## src/rtl/and16_share_arb.sv

```systemverilog
// rtl/and16_share_arb.sv - round-robin arbiter sharing one CHUNK-sliced 16-input AND reducer
// Optional early exit on a zero slice: define AND16_EARLY_EXIT_EN.
module and16_share_arb #(
    parameter int NREQ  = 4,
    parameter int CHUNK = 4,
    parameter int ID_W  = 2
) (
    input  logic                 CLK,
    input  logic                 RST,
    input  logic [NREQ-1:0]      REQ_VALID,
    input  logic [16*NREQ-1:0]   REQ_DATA,
    output logic [NREQ-1:0]      REQ_READY,
    output logic                 RES_VALID,
    output logic                 RES_O,
    output logic [ID_W-1:0]      RES_ID,
    input  logic                 RES_READY,
    output logic                 BUSY
);
    localparam int NCHUNK = 16 / CHUNK;
    localparam int CNT_W  = (NCHUNK > 1) ? $clog2(NCHUNK) : 1;
    localparam logic [CNT_W-1:0] LAST_CNT = CNT_W'(NCHUNK - 1);

    typedef enum logic [1:0] {IDLE, EVAL, DONE} state_t;

    state_t            state_q, state_d;
    logic [ID_W-1:0]   ptr_q, ptr_d;
    logic [15:0]       op_q, op_d;
    logic [ID_W-1:0]   id_q, id_d;
    logic              acc_q, acc_d;
    logic [CNT_W-1:0]  cnt_q, cnt_d;

    logic [NREQ-1:0]   grant;
    logic [ID_W-1:0]   win_id;
    logic [ID_W-1:0]   cand;
    logic              found;
    logic [15:0]       win_data;
    logic              xfer;
    logic              slice_ones;

    // Search starts one past the last winner so every waiting requester gets a turn.
    always_comb begin
        grant  = '0;
        win_id = '0;
        cand   = '0;
        found  = 1'b0;
        for (int k = 1; k <= NREQ; k++) begin
            cand = ID_W'((int'(ptr_q) + k) % NREQ);
            if (!found && REQ_VALID[cand]) begin
                grant[cand] = 1'b1;
                win_id      = cand;
                found       = 1'b1;
            end
        end
    end

    assign REQ_READY  = (state_q == IDLE && !RST) ? grant : '0;
    assign xfer       = |(REQ_VALID & REQ_READY);
    assign win_data   = REQ_DATA[16*win_id +: 16];
    assign slice_ones = &op_q[CHUNK*cnt_q +: CHUNK];

    always_comb begin
        state_d = state_q;
        ptr_d   = ptr_q;
        op_d    = op_q;
        id_d    = id_q;
        acc_d   = acc_q;
        cnt_d   = cnt_q;
        case (state_q)
            IDLE: begin
                if (xfer) begin
                    op_d    = win_data;
                    id_d    = win_id;
                    ptr_d   = win_id;
                    acc_d   = 1'b1;
                    cnt_d   = '0;
                    state_d = EVAL;
                end
            end
            EVAL: begin
                acc_d = acc_q & slice_ones;
                cnt_d = cnt_q + 1'b1;
                if (cnt_q == LAST_CNT) begin
                    state_d = DONE;
                end
`ifdef AND16_EARLY_EXIT_EN
                if (!slice_ones) begin
                    state_d = DONE;
                end
`endif
            end
            DONE: begin
                if (RES_READY) begin
                    state_d = IDLE;
                end
            end
            default: state_d = IDLE;
        endcase
    end

    always_ff @(posedge CLK or posedge RST) begin
        if (RST) begin
            state_q <= IDLE;
            ptr_q   <= ID_W'(NREQ - 1);
            op_q    <= '0;
            id_q    <= '0;
            acc_q   <= 1'b0;
            cnt_q   <= '0;
        end else begin
            state_q <= state_d;
            ptr_q   <= ptr_d;
            op_q    <= op_d;
            id_q    <= id_d;
            acc_q   <= acc_d;
            cnt_q   <= cnt_d;
        end
    end

    assign RES_VALID = (state_q == DONE);
    assign RES_O     = RES_VALID & acc_q;
    assign RES_ID    = RES_VALID ? id_q : '0;
    assign BUSY      = (state_q != IDLE);
endmodule

```

## config.mk

```make
export PLATFORM = sky130hd
export DESIGN_NAME = and16_share_arb
export DESIGN_NICKNAME = d
export VERILOG_FILES = /design/src/rtl/and16_share_arb.sv
export SDC_FILE = /design/constraint.sdc
export NUM_CORES = 1
export LEC_CHECK = 0
export BUFFER_PORTS_ARGS = -buffer_cell sky130_fd_sc_hd__buf_2
export CAP_MARGIN = 20
export CORE_ASPECT_RATIO = 0.6
export CORE_MARGIN = 5
export CORE_UTILIZATION = 45
export DETAILED_ROUTE_END_ITERATION = 6
export PLACE_DENSITY = 0.79
export SLEW_MARGIN = 10
export SYNTH_ARGS = -nofsm -noshare
export SYNTH_HDL_FRONTEND = slang
export SYNTH_SLANG_ARGS = --single-unit
```

## constraint.sdc

```tcl
create_clock -name CLK -period 3.6 [get_ports CLK]
set_clock_uncertainty 0.15 [all_clocks]
set_input_delay 0.54 -clock CLK [delete_from_list [all_inputs] [get_ports CLK]]
set_output_delay 0.54 -clock CLK [all_outputs]
set_load 0.01 [all_outputs]
```

---- After elaboration in Yosys (flattened, before gate mapping) ----
Cells that the tools add are included.
Widths: inputs -> output; s select.
word-level totals
  flip-flop bits (word level) ............. 25
  input bits .............................. 71
operators by class
  add/subtract/negate cells ............... 5
  $lt $le $gt $ge ......................... 8
  equality and inequality tests ........... 6
  shift operators ......................... 2
  muxes and demuxes ....................... 37
  bitwise logic cells ..................... 6
  reduce and logical (&&, ||, !) cells .... 20
operators with widths
  cell                 count
  $shiftx 64x7->16     1
  $mux 4               5
  $mux 2               9
  $shiftx 16x5->4      1
  $lt 2x3->1 const B   4
  $mux 1               12
  $or 4x4->4           3
  $bmux 1 s2           4
  $demux 1 s2          4
  $ge 2x1->1 const B   4
  $logic_and 1x1->1    8
  $add 2x1->2 const B  3
  $pmux 2 s3           1
  $add 2x2->2 const B  2
  $and 4x4->4          1
  $eq 2x2->1 const B   2
  $logic_not 1->1      4
  $ne 2x2->1 const B   2
  $pmux 2 s2           1
  $reduce_and 2->1     2
  $reduce_and 4->1     1
  $reduce_bool 2->1    2
  $reduce_or 4->1      1
  $reduce_and 3->1     1
  other kinds (5)      6

---- Logic depth before layout (Yosys ltp) ----
  word-level depth ........................ 18
  mapped depth ............................ 12
  mapped depth without buffers ............ 8

---- Worst setup path before layout ----
Ideal clock, no wire load.
  path type ............................... reg-to-reg
  from .................................... register ptr_q[0]
  to ...................................... register op_q[9]
  library setup time ...................... 0.125 ns
  arrival ................................. 3.244 ns
  path slack .............................. 0.082 ns
  cell stages (with the launch flop) ...... 13
  path buffers ............................ 4
  path through ............................ dfstp_2 -> buf_2 -> inv_1 -> ha_1 -> buf_2 -> mux4_2 -> nor2b_1 -> or3_1 -> clkbuf_1 -> clkbuf_1 -> a32oi_1 -> a32oi_1 -> mux2_2
on the way
  longest elaborated chain between the ends .. 17
  elaborated cells between the ends (all ways) .. 57
ends and longest elaborated chain
  item                                                 RTL line  source
  start: declaration                                   26        logic [ID_W-1:0] ptr_q, ptr_d;
  start signal: assignment                             103       ptr_q <= ID_W'(NREQ - 1);
  start signal: assignment                             110       ptr_q <= ptr_d;
  branches (longest 17 deep; another with $lt 2x3->1)  --
  end signal: assignment                               111       op_q <= op_d;
  end: declaration                                     27        logic [15:0] op_q, op_d;
Parallel ways; which one is timed is not known. The select of a mux whose other input is x is not followed.
A chain may end at the register's enable or synchronous reset.

---- Final worst setup path ----
  from .................................... register ptr_q[1]
  to ...................................... output REQ_READY[2]
on the way
  longest elaborated chain between the ends .. 14
  elaborated cells between the ends (all ways) .. 49
ends and longest elaborated chain
  item                                                 RTL line  source
  branches (longest 12 deep; another with $lt 2x3->1)  --
  $mux 4 (*)                                           48        if (!found && REQ_VALID[cand]) begin
  $mux 4 (*)                                           56        assign REQ_READY = (state_q == IDLE && !RST) ? grant : '0;
  end: declaration                                     12        output logic [NREQ-1:0] REQ_READY,
Every way passes the cells marked *. The select of a mux whose other input is x is not followed.

==> key figures <==
Clock tree
  – CTS Buf Count: 3
  – Clock sink count: 25
  – CTS Hold Buffers Added: 0
  – Clock root buffer: clkbuf_8
  – CTS H-tree depth: 1
  – Clock Latency Late Sink: 0.27 ns
  – Worst-path clk slew: 0.09 ns
  – CTS tree: yes
  – CTS Buffer Depth: 2

Layout
  – Antenna cells: 0
  – Layout cells sized above 1: 36.5%
  – Layout net count: 423
  – Final std cells w/o fill: 408
  – Layout area overhead: 22.4%

Synth
  – Syn. warnings: 0
  – Average cell area after synthesis: 8.64 sq um
  – Dominant synthesized flop cell: dfrtp_1
  – Synth top area share: 24.4%
  – Post-synthesis mux area share: 13.3%
  – Synthesized cell area: 2360 sq um
  – Largest family of logic cells by synthesized area: compound AO/OA/AOI/OAI gates
  – Yosys cell types: 47
  – Register bit total from synthesis: 25
  – Part of the Yosys area used for sequential elements: 26.6%
  – Synth Net Count: 353
  – Most common cell in the netlist: o21ai_0
  – Post-synthesis adder-cell area fraction: 4.77%
  – Post-Synthesis Cells: 273
  – Post-synthesis simple-gate area fraction: 13.8%
  – Async set-reset flop share out of synthesis: 100%
  – Post-synthesis compound-gate area fraction: 33.6%
  – Number of enable flip-flop cells after synthesis: 0
  – Post-Synth XOR/XNOR Area: 0%
  – Synth cell count leaders: o21ai_0, a32oi_1, dfrtp_1
  – Yosys top cell by area: dfrtp_1
  – Synth top area cells: dfrtp_1, a32oi_1, o21ai_0, mux2_2, ha_1

Pwr
  – Sequential Power Share: 19.2%
  – Sw frac: 49.9%
  – Comb pwr share: 74.8%
  – Total power: 2.83 mW
  – Worst VDD drop: 477 uV
  – Internal: 1.42 mW
  – Power Dens Cells: 979 nW/um^2
  – NetSw: 1.41 mW
  – Clock Power Share: 6.0%
  – Static Leak: 1.23 nW

Floorplan
  – Core area: 5080 sq um
  – # rows: 20
  – Die footprint: 6840 sq um
  – Boundary Pins: 80
  – Die height: 66.1 microns
  – Die X: 103 microns
  – Starting Density: 46.4%

Setup path
  – CP max FO: 9
  – Required time of the critical path: 2.91 ns
  – Critical path arrival: 2.65 ns
  – RR Endpoint: op_q[10]
  – Startpoint type of the worst setup path: flip-flop
  – Critical path capture point type: primary output
  – R2R cell count: 10
  – CP Class: flip-flop to primary output
  – R2R setup slack: 0.30 ns
  – Worst R2R Start: ptr_q[1]

Placed design
  – Post-DP HPWL: 5.58 mm
  – Routability cong.: 0.903
  – Dpl cells: 401
  – Dpl ws: 0.148 ns
  – IO Port Bufs: 79

Worst hold path
  – Worst Hold Class: input pin to asynchronous set/reset pin

Route
  – Total wire length: 7.47 mm
  – Via density: 6.33
  – Post-DRT Antenna Nets: 0
  – DRC Markers: 0
  – Drt wl/cell: 18.3 microns
  – DR iter-0 viols: 224
  – First-pass iteration count of the detailed router: 5
  – Via count: 2584

STA
  – Tightest Pin Transition: 0.892 ns
  – Final Max Slew Viols: 0
  – Hold Vio Cnt, Final: 0
  – PnR worst setup slack: 0.263 ns
  – RSZ-0062 raised after global routing: no
  – Fin crit share: 92.7%
  – Final setup TNS: 0 ns
  – Slew headroom: 40.5%
  – Fin Hold WS: 0.0695 ns
  – Fmax: 300 MHz
  – Final worst path period need: 3.34 ns
  – Final Setup Violations: 0

GRT
  – First-pass GRT wire length: 11.9 mm
  – Total gr overflow: 0
  – Tot GR Track Use: 22.3%
  – Vias in the first global route: 2340
  – Largest net degree at the start of global routing: 34
  – Initial antenna violation count: 0

Run
  – MaxCap Viol Count: 0

Run status
  – Status: completed
what timing repair did:
item | 4_1_cts | 5_1_grt
gates resized for setup | 0 | 1
setup endpoints to repair | 0 | 3
setup buffers | 0 | 2
state kept, by name, indices dropped and copies added, names as in the netlist:
signal   cells
ptr_q        2
cnt_q        2
state_q      2
id_q         2
op_q        16
acc_q        1
metal layers:
| layer | part of all wire (%) | vias up | wire length [microns] | track usage [%] |
|---|---|---|---|---|
| met5 | 0 | - | 0 | 0 |
| met4 | 1.1 | 0 | 82 | 4.68 |
| met3 | 12 | 11 | 870 | 4.53 |
| met2 | 42 | 179 | 3110 | 32.6 |
| met1 | 46 | 1199 | 3410 | 33.5 |
| li1 | - | 1195 | - | - |
layout by cell type, fill, tap and decap left out, types with 5 or more instances in the layout:
cell,n
buf_2,79
nand3_1,16
a32oi_1,33
nand2_1,12
dfrtp_1,23
a21oi_1,10
and2_1,5
mux2_1,5
inv_1,13
mux2_2,15
ha_1,9
buf_4,11
o21ai_0,43
metrics by stage:
step	utilization (%)	cell area (sq um)
6_report	56.8	2890
3_3_place_gp	55.0	2790
3_5_place_dp	55.0	2790
2_1_floorplan	-	2360
4_1_cts	55.9	2840
5_1_grt	56.8	2890
power by group through the flow:
stage | Sequential, mW | Combinational (mW) | Clock (mW)
4_1_cts | 0.550 | 2.03 | 0.178
3_3_place_gp | 0.546 | 1.99 | 0
6_report | 0.542 | 2.12 | 0.171
5_1_grt | 0.561 | 2.31 | 0.191
2_1_floorplan | 0.514 | 1.55 | 0
3_5_place_dp | 0.556 | 2.02 | 0
area by class of cell:
cell class              count  area [sq um]
flip-flops and latches     25           628
fillers                   468          2190
repair buffers             92           526
inverters                  13          48.8
well taps                  66          82.6
multi-input cells         208          1550
clock inverters             1          7.51
clock buffers               3          41.3
cells by family after synthesis:
group           after synthesis
fa+ha+maj                     9
compound gates              114
flops                        25
buf+inv                      40
simple gates                 60
mux                          25
worst max-delay path: stages, from the launching register on:
cell and delay, ns:
dfstp_2 0.61, inv_1 0.14, ha_1 0.35, buf_4 0.18, mux4_2 0.41, a21oi_1 0.17, o21ai_0 0.16, o21ai_0 0.12
a21oi_1 0.09, buf_2 0.15
how the worst max path moves through the flow:
stage                  start      endpoint  slack [ns]  cells after the start
floorplan           ptr_q[0]       op_q[9]        0.08                     12
global placement    ptr_q[1]       op_q[4]        0.25                      8
detailed placement  ptr_q[1]       op_q[4]        0.15                      8
CTS                 ptr_q[1]       op_q[4]        0.13                      8
global route        ptr_q[1]  REQ_READY[2]        0.08                      9
finish              ptr_q[1]  REQ_READY[2]        0.26                      9
No activity file was read; power rests on OpenSTA's default activity.
